--- src/rtl/trap_ctrl_if.sv ---
// Commit, interrupt, CSR-state and trap/redirect signals exchanged between the
// pipeline (master) and the trap controller (slave).
interface trap_ctrl_if;
  logic        commit_valid;
  logic [63:0] commit_pc;
  logic [63:0] commit_next_pc;
  logic        commit_exc_valid;
  logic [5:0]  commit_exc_code;
  logic        commit_mret;

  logic        irq_ext;
  logic        irq_timer;
  logic        irq_sw;

  logic        mstatus_mie;
  logic [63:0] mie;
  logic [63:0] mtvec;
  logic [63:0] mepc;
  logic [1:0]  pmode;

  logic        trap_valid;
  logic [5:0]  trap_code;
  logic        is_exception;
  logic [63:0] trap_pc;
  logic        redirect_valid;
  logic [63:0] redirect_pc;
  logic        flush;
  logic        stall_commit;

  modport master (
    output commit_valid, commit_pc, commit_next_pc, commit_exc_valid,
           commit_exc_code, commit_mret, irq_ext, irq_timer, irq_sw,
           mstatus_mie, mie, mtvec, mepc, pmode,
    input  trap_valid, trap_code, is_exception, trap_pc,
           redirect_valid, redirect_pc, flush, stall_commit
  );

  modport slave (
    input  commit_valid, commit_pc, commit_next_pc, commit_exc_valid,
           commit_exc_code, commit_mret, irq_ext, irq_timer, irq_sw,
           mstatus_mie, mie, mtvec, mepc, pmode,
    output trap_valid, trap_code, is_exception, trap_pc,
           redirect_valid, redirect_pc, flush, stall_commit
  );
endinterface

--- src/rtl/trap_ctrl.sv ---
// Trap controller: takes exceptions, interrupts and mret at commit boundaries,
// emits a one-cycle trap record, then redirects and flushes the front end.
module trap_ctrl (
  input logic        clk,
  input logic        rst,
  trap_ctrl_if.slave bus
);

  localparam logic [1:0] ST_IDLE     = 2'd0;
  localparam logic [1:0] ST_TRAP     = 2'd1;
  localparam logic [1:0] ST_WAIT     = 2'd2;
  localparam logic [1:0] ST_REDIRECT = 2'd3;

  logic [1:0]  state;
  logic [2:0]  sync_meta;   // {ext, timer, sw}
  logic [2:0]  pend;        // {ext, timer, sw}
  logic [5:0]  rec_code;
  logic        rec_exc;
  logic [63:0] rec_pc;
  logic [63:0] redir_pc;

  logic        int_en;
  logic        cand_ext;
  logic        cand_tmr;
  logic        cand_sw;
  logic        any_irq;
  logic [5:0]  irq_code;
  logic [63:0] base;
  logic [63:0] vec_pc;

  // NOTE: all state, including the latched record, is cleared by the async
  // reset so no stale trap can resume after reset is released.
  always_ff @(posedge clk or posedge rst) begin
    if (rst) begin
      sync_meta <= '0;
      pend      <= '0;
    end else begin
      sync_meta <= {bus.irq_ext, bus.irq_timer, bus.irq_sw};
      pend      <= sync_meta;
    end
  end

  // NOTE: every always_comb output gets a default first so no latch is inferred.
  always_comb begin
    int_en   = (bus.pmode != 2'd3) | bus.mstatus_mie;
    cand_ext = pend[2] & bus.mie[11] & int_en;
    cand_tmr = pend[1] & bus.mie[7]  & int_en;
    cand_sw  = pend[0] & bus.mie[3]  & int_en;
    any_irq  = cand_ext | cand_sw | cand_tmr;
    irq_code = 6'd7;
    if (cand_ext)     irq_code = 6'd11;
    else if (cand_sw) irq_code = 6'd3;
    base   = {bus.mtvec[63:2], 2'b00};
    vec_pc = base;
    if (bus.mtvec[1:0] == 2'b01 && !rec_exc) vec_pc = base + {56'd0, rec_code, 2'b00};
  end

  // NOTE: sequential state is written only with non-blocking assignments.
  always_ff @(posedge clk or posedge rst) begin
    if (rst) begin
      state    <= ST_IDLE;
      rec_code <= '0;
      rec_exc  <= 1'b0;
      rec_pc   <= '0;
      redir_pc <= '0;
    end else begin
      case (state)
        ST_IDLE: begin
          if (bus.commit_valid) begin
            if (bus.commit_exc_valid) begin
              state    <= ST_TRAP;
              rec_code <= bus.commit_exc_code;
              rec_exc  <= 1'b1;
              rec_pc   <= bus.commit_pc;
            end else if (any_irq) begin
              state    <= ST_TRAP;
              rec_code <= irq_code;
              rec_exc  <= 1'b0;
              rec_pc   <= bus.commit_next_pc;
            end else if (bus.commit_mret) begin
              state    <= ST_REDIRECT;
              redir_pc <= bus.mepc;
            end
          end
        end
        ST_TRAP: state <= ST_WAIT;
        ST_WAIT: begin
          redir_pc <= vec_pc;
          state    <= ST_REDIRECT;
        end
        default: state <= ST_IDLE;
      endcase
    end
  end

  // Strobes decode straight from state so reset drops them without a clock.
  assign bus.trap_valid     = (state == ST_TRAP);
  assign bus.redirect_valid = (state == ST_REDIRECT);
  assign bus.flush          = (state == ST_REDIRECT);
  assign bus.stall_commit   = (state != ST_IDLE);
  assign bus.trap_code      = rec_code;
  assign bus.is_exception   = rec_exc;
  assign bus.trap_pc        = rec_pc;
  assign bus.redirect_pc    = redir_pc;

  logic unused_mie;
  assign unused_mie = ^{bus.mie[63:12], bus.mie[10:8], bus.mie[6:4], bus.mie[2:0]};

endmodule

--- src/flat_wrapper.sv ---
// flat-port wrapper written by rule: the top's interface ports become plain ports
module trap_ctrl_flat 
  (clk, rst, bus_commit_valid, bus_commit_pc, bus_commit_next_pc, bus_commit_exc_valid, bus_commit_exc_code, bus_commit_mret, bus_irq_ext, bus_irq_timer, bus_irq_sw, bus_mstatus_mie, bus_mie, bus_mtvec, bus_mepc, bus_pmode, bus_trap_valid, bus_trap_code, bus_is_exception, bus_trap_pc, bus_redirect_valid, bus_redirect_pc, bus_flush, bus_stall_commit);
  trap_ctrl_if bus_i ();
  input logic clk;
  input logic rst;
  input wire logic [$bits(bus_i.commit_valid)-1:0] bus_commit_valid;
  input wire logic [$bits(bus_i.commit_pc)-1:0] bus_commit_pc;
  input wire logic [$bits(bus_i.commit_next_pc)-1:0] bus_commit_next_pc;
  input wire logic [$bits(bus_i.commit_exc_valid)-1:0] bus_commit_exc_valid;
  input wire logic [$bits(bus_i.commit_exc_code)-1:0] bus_commit_exc_code;
  input wire logic [$bits(bus_i.commit_mret)-1:0] bus_commit_mret;
  input wire logic [$bits(bus_i.irq_ext)-1:0] bus_irq_ext;
  input wire logic [$bits(bus_i.irq_timer)-1:0] bus_irq_timer;
  input wire logic [$bits(bus_i.irq_sw)-1:0] bus_irq_sw;
  input wire logic [$bits(bus_i.mstatus_mie)-1:0] bus_mstatus_mie;
  input wire logic [$bits(bus_i.mie)-1:0] bus_mie;
  input wire logic [$bits(bus_i.mtvec)-1:0] bus_mtvec;
  input wire logic [$bits(bus_i.mepc)-1:0] bus_mepc;
  input wire logic [$bits(bus_i.pmode)-1:0] bus_pmode;
  output wire logic [$bits(bus_i.trap_valid)-1:0] bus_trap_valid;
  output wire logic [$bits(bus_i.trap_code)-1:0] bus_trap_code;
  output wire logic [$bits(bus_i.is_exception)-1:0] bus_is_exception;
  output wire logic [$bits(bus_i.trap_pc)-1:0] bus_trap_pc;
  output wire logic [$bits(bus_i.redirect_valid)-1:0] bus_redirect_valid;
  output wire logic [$bits(bus_i.redirect_pc)-1:0] bus_redirect_pc;
  output wire logic [$bits(bus_i.flush)-1:0] bus_flush;
  output wire logic [$bits(bus_i.stall_commit)-1:0] bus_stall_commit;
  assign bus_i.commit_valid = bus_commit_valid;
  assign bus_i.commit_pc = bus_commit_pc;
  assign bus_i.commit_next_pc = bus_commit_next_pc;
  assign bus_i.commit_exc_valid = bus_commit_exc_valid;
  assign bus_i.commit_exc_code = bus_commit_exc_code;
  assign bus_i.commit_mret = bus_commit_mret;
  assign bus_i.irq_ext = bus_irq_ext;
  assign bus_i.irq_timer = bus_irq_timer;
  assign bus_i.irq_sw = bus_irq_sw;
  assign bus_i.mstatus_mie = bus_mstatus_mie;
  assign bus_i.mie = bus_mie;
  assign bus_i.mtvec = bus_mtvec;
  assign bus_i.mepc = bus_mepc;
  assign bus_i.pmode = bus_pmode;
  assign bus_trap_valid = bus_i.trap_valid;
  assign bus_trap_code = bus_i.trap_code;
  assign bus_is_exception = bus_i.is_exception;
  assign bus_trap_pc = bus_i.trap_pc;
  assign bus_redirect_valid = bus_i.redirect_valid;
  assign bus_redirect_pc = bus_i.redirect_pc;
  assign bus_flush = bus_i.flush;
  assign bus_stall_commit = bus_i.stall_commit;
  trap_ctrl u_core (.clk(clk), .rst(rst), .bus(bus_i));
endmodule
--- config.mk ---
export PLATFORM = sky130hd
export DESIGN_NAME = trap_ctrl_flat
export DESIGN_NICKNAME = d
export VERILOG_FILES = /design/src/rtl/trap_ctrl_if.sv /design/src/rtl/trap_ctrl.sv /design/src/flat_wrapper.sv
export SDC_FILE = /design/constraint.sdc
export NUM_CORES = 1
export LEC_CHECK = 0
export BUFFER_PORTS_ARGS = -buffer_cell sky130_fd_sc_hd__buf_2
export CAP_MARGIN = 20
export CORE_AREA = 2 2 186 188
export DETAILED_ROUTE_END_ITERATION = 16
export DIE_AREA = 0 0 188 190
export PLACE_DENSITY = 0.46
export SYNTH_ARGS = -nofsm -noshare
export SYNTH_HDL_FRONTEND = slang
export SYNTH_SLANG_ARGS = --single-unit
--- constraint.sdc ---
create_clock -name clk -period 4.5 [get_ports clk]
set_input_delay 0 -clock clk [delete_from_list [all_inputs] [get_ports clk]]
set_output_delay 0 -clock clk [all_outputs]
set_load 0.02 [all_outputs]
; ---- Word-level counts from Yosys, hierarchy flattened
; Index checks and enable logic that the tools add are counted.
[word_totals]
reg_bits = 143
word_cells = 55
input_bits = 337
out_inout_bits = 139
[classes]
reduce_logical = 9
add_sub_neg = 1
muxes = 19
n_eq_ne = 10
bitwise_logic = 9
[op_table]
columns = cell, count
row1 = $mux 64, 7
row2 = $pmux 64 s2, 1
row3 = $add 64x8->64, 1
row4 = $mux 6, 3
row5 = $ne 2x2->1 const B, 5
row6 = $mux 2, 4
row7 = $and 1x1->1, 6
row8 = $pmux 2 s3, 1
row9 = $reduce_bool 2->1, 3
row10 = $reduce_and 5->1, 1
row11 = $eq 2x1->1 const B, 2
row12 = $eq 2x2->1 const B, 2
row13 = $ne 4x3->1 const B, 1
row14 = $mux 3, 1
row15 = $or 1x1->1, 3
row16 = $reduce_and 3->1, 1
row17 = $logic_not 2->1, 1
row18 = $mux 1, 2
row19 = $reduce_and 2->1, 1
row20 = $logic_and 1x1->1, 1
row21 = $logic_not 1->1, 1

; ---- Logic depth before layout (Yosys ltp)
[logic_depth]
ltp_word = 9
mapped_depth = 9
mapped_depth_nobuf = 8

; ---- Worst setup path after synthesis
; OpenSTA, ideal clock, no wires.
[synth_path]
kind = register to register
start = register u_core.rec_code[0] (netlist: u_core.bus.trap_code[0])
end = register u_core.redir_pc[32] (netlist: u_core.bus.redirect_pc[32])
arrival_time_ns = 2.710
setup_time_ns = 0.064
t_required_ns = 4.436
n_path_buf = 1
synth_period_minus_slack_ns = 2.775
slack_ns = 1.725
stages_incl_launch_ff = 10
path_cell_list = dfrtp_1 > ha_1 > fa_1 > a21o_1 > a221oi_1 > or2_2 > clkbuf_1 > o21ai_0 > a311oi_1 > a21o_1
[synth_via]
elab_chain_len = 3
[synth_rtl]
columns = item, line_no
row1 = "start, declared", trap_ctrl.sv:17  ; logic [5:0] rec_code;
row2 = "start signal, assigned", trap_ctrl.sv:72  ; rec_code <= bus.commit_exc_code;
row3 = "start signal, assigned", trap_ctrl.sv:77  ; rec_code <= irq_code;
row4 = $add 64x8->64, trap_ctrl.sv:55  ; if (bus.mtvec[1:0] == 2'b01 && !rec_exc) vec_pc = base + {56'd0, rec_code, 2'b00};
row5 = $mux 64, trap_ctrl.sv:55
row6 = $pmux 64 s2, trap_ctrl.sv:67  ; case (state)
row7 = "end signal, assigned", trap_ctrl.sv:82  ; redir_pc <= bus.mepc;
row8 = "end signal, assigned", trap_ctrl.sv:88  ; redir_pc <= vec_pc;
row9 = "end, declared", trap_ctrl.sv:20  ; logic [63:0] redir_pc;
; Every way passes these cells.
; A chain may end at the register's enable or synchronous reset.

; ---- Worst setup path in the final report
[layout_path]
start = register u_core.rec_code[0] (netlist: u_core.bus.trap_code[0])
end = register u_core.redir_pc[26] (netlist: u_core.bus.redirect_pc[26])
; Same word-level chain as after synthesis.

==> summary.md <==
| Metric | Value |
|---|---|
| Final ANT Viol Nets | `0` |
| Crit path capture type | `flip-flop` |
| Critical Path Sink | `u_core.bus.redirect_pc[26]$_DFFE_PP0P_` |
| Seq cells post-synth | `143` |
| Crit Path Max Fanout | `7` |
| Synth Cell Area | `7930 um^2` |
| Routed wire length | `33.5 mm` |
| Pwr dens | `571 nW/um^2` |
| Crit Path Class | `reg2reg` |
| # Max-Cap Violations | `0` |
| WP depth | `11` |
| Final Wtd Congestion | `0.804` |
| Critical Path RT | `4.81 ns` |
| Post-Place Cell Area | `10500 um^2` |
| Peak Freq | `0.284 GHz` |
| Commonest non-fill, non-tap cell in the layout | `buf_2` |
| Max Slew Vio Count | `0` |
| Clk pin slew, worst setup/hold paths | `0.07 ns` |
| Clk buf depth | `2` |
| DRC viols | `0` |
| Filler Cells Inserted | `3476` |
| Async S/R FF share, synth | `100%` |
| Std-Cell Rows | `68` |
| R2r worst-path depth | `11` |
| Final instance area | `13500 um^2` |
| Initial Util | `23.4%` |
| Outcome | `finished, final reports clean` |
| Main flop type after synthesis | `dfrtp_1` |
| Mapped Cells | `851` |
| Setup violators final | `0` |
| Root buf cell | `clkbuf_16` |
| Via/cell ratio | `4.48` |
| Post-synth net total | `1199` |
| DRT iter0 DRCs | `380` |
| Post-detail-place hpwl | `24.8 mm` |
| Slew headroom | `36.3%` |
| Setup TNS | `0 ns` |
| Wire per inst | `17.2 um` |
| Max Clock Skew | `0.0133 ns` |
| Slowest stage cell, crit path | `dlygate4sd3_1` |
| Die Y | `190 um` |
| Drt first pass iters | `5` |
| Worst Setup Start Kind | `flip-flop` |
| Layout cells sized above 1 | `31.4%` |
| Worst reg-to-reg setup slack | `0.98 ns` |
| Syn. warnings | `0` |
| Netlist cell types | `50` |
| Vias in the first global route | `8877` |
| Critical path's largest stage delay | `0.57 ns` |
| Synthesis-to-layout area growth | `70.9%` |
| Core area | `33900 um^2` |
| Grt ovf | `0` |
| Period utilization | `78.2%` |
| Clk_lat worst skew | `0.43 ns` |
| Worst vdd rail ir drop | `0.000250 V` |
| Post-synthesis sequential area ratio | `45.1%` |
| EDFF count, synth | `0` |
| Final Hold Fails | `0` |
| Critical Path Start | `u_core.bus.trap_code[0]$_DFFE_PP0P_` |
| RSZ-0062 raised after global routing | `false` |
| Leak Pwr | `0.00608 uW` |
| R2r startpoint | `u_core.bus.trap_code[0]$_DFFE_PP0P_` |
| Final #Nets | `1833` |
| Worst Hold Class | `in2reg` |
| Hold Crit Depth | `5` |
| Gr usage total | `18.5%` |
| DIE WIDTH | `188 um` |
| Crit-path leading delay family | `buffers and inverters` |
| Most frequent cells in the layout | `buf_2, dlygate4sd3_1, dfrtp_1` |
| Die Area | `35700 um^2` |
| Worst slew pin tran | `0.948 ns` |
| H-tree levels | `4` |
| Crit-path cells | `ha_1 -> fa_1 -> a21o_1 -> a221oi_1 -> buf_4 -> nor2_1 -> nand4_1 -> xor2_1 -> dlygate4sd3_1 -> o21ai_0 -> dlygate4sd3_1` |
| Count of input and output buffers | `414` |
| Period minus WS final | `3.52 ns` |
| Via count | `8751` |
| Antenna violations before repair | `2` |
| Worst path bufs/invs | `3` |
| CTS buffer count | `17` |
| CP dominant cell by count | `dlygate4sd3_1` |
| Worst EP arrival | `3.83 ns` |
| Reg2reg end | `u_core.bus.redirect_pc[26]$_DFFE_PP0P_` |
| Largest net degree at the start of global routing | `78` |
| Mean Syn Cell Area | `9.32 um^2` |
| CTS tree | `yes` |
| First-pass GRT wire length | `50.8 mm` |
| I/O pin total | `476` |
| Clock sinks | `143` |
## metrics by stage
stage | hold slack (ns) | util [%] | setup slack [ns] | power [uW] | cells
after floorplan | 0.0314 | - | 0.662 | 4400 | 851
after global placement | 0.0300 | 30.9 | 1.77 | 5740 | 1672
after detailed placement | 0.0304 | 30.9 | 1.73 | 5780 | 1672
after CTS | 0.00195 | 39.9 | 0.953 | 7840 | 1953
after global routing | 0.0462 | 39.9 | 0.764 | 8320 | 1954
final | 0.0277 | 39.9 | 0.979 | 7740 | 1954
## state kept, by name (all words and copies together) (netlist names)
signal                   count
u_core.state                 2
u_core.sync_meta             3
u_core.bus.is_exception      1
u_core.pend                  3
u_core.bus.trap_pc          64
u_core.bus.redirect_pc      64
u_core.bus.trap_code         6
## worst min-delay path, delay by kind of cell
kind | cells | cell delay [ns]
AO/OA/AOI/OAI | 2 | 0.17
buffers and inverters | 1 | 0.10
AND/OR/NAND/NOR | 2 | 0.14
## timing repair
action                                  CTS  global route
endpoints found under the setup margin    0             0
endpoints found under the hold margin   172             0
gates resized for setup                   0             0
setup buffers                             0             0
hold buffers                            249             0
## how the worst min path moves through the flow
stage / from / slack [ns] / to
floorplan: bus_irq_sw / 0.03 / u_core.sync_meta[0]$_DFF_PP0_
global route: bus_mtvec[46] / 0.05 / u_core.bus.redirect_pc[46]$_DFFE_PP0P_
detailed placement: rst / 0.03 / u_core.bus.trap_pc[9]$_DFFE_PP0P_
global placement: rst / 0.03 / u_core.bus.trap_pc[9]$_DFFE_PP0P_
CTS: bus_mtvec[2] / 0.002 / u_core.bus.redirect_pc[2]$_DFFE_PP0P_
finish: bus_commit_valid / 0.03 / u_core.state[0]$_DFFE_PP0P_
## area by class of cell
type                    count  area [um^2]  area share [%]
clock inverters            14          148            1.09
clock buffers              18          429            3.17
diodes                      1         2.50          0.0185
multi-input cells         635         4080            30.1
well taps                 455          569            4.20
repair buffers            675         4680            34.6
flip-flops and latches    143         3580            26.4
inverters                  13         53.8           0.397
## power breakdown
group	switching (uW)	internal, uW	total (uW)
Sequential	339	1910	2250
Combinational	2360	1690	4050
Clock	654	783	1440
Total	3350	4390	7740
## cell families after synthesis
family                   share of synthesized area [%]
AND/OR/NAND/NOR                                   18.5
multiplexers                                      9.63
flip-flops                                        45.1
XOR/XNOR                                          6.41
buffers and inverters                             3.71
AO/OA/AOI/OAI                                     14.7
adder cells (fa/ha/maj)                           1.83
## metal layers
| metal | share of wire, % | vias up | GRT usage, % |
|---|---|---|---|
| met5 | 0.039 | - | 0 |
| met4 | 2.1 | 2 | 6.09 |
| met3 | 6.2 | 24 | 4.24 |
| met2 | 51 | 341 | 33.7 |
| met1 | 41 | 4074 | 21.4 |
| li1 | - | 4310 | - |
## Yosys cell counts (3+ instances only)
cell      number  area [um^2]
dfrtp_1      143         3580
nor4_1        13         81.3
a211oi_1       7         52.6
nor3_1        15         75.1
nand4_1       19          119
xor2_1        23          201
mux2i_1       74          741
nor2_1        88          330
and3_1         7         43.8
ha_1          10          125
inv_1         13         48.8
buf_1          6         22.5
clkbuf_1      47          176
nand3_1       22          110
or4_1          3         22.5
nand2_1       34          128
nand2b_1       3         18.8
and4_1         4         35.0
buf_2          4         20.0
nor3b_1       50          375
xnor2_1       35          307
o31ai_1        4         30.0
a21o_1         7         52.6
a21oi_1      120          601
o21ai_0       66          330
or3_1          4         25.0
No activity file was read; power rests on OpenSTA's default activity.
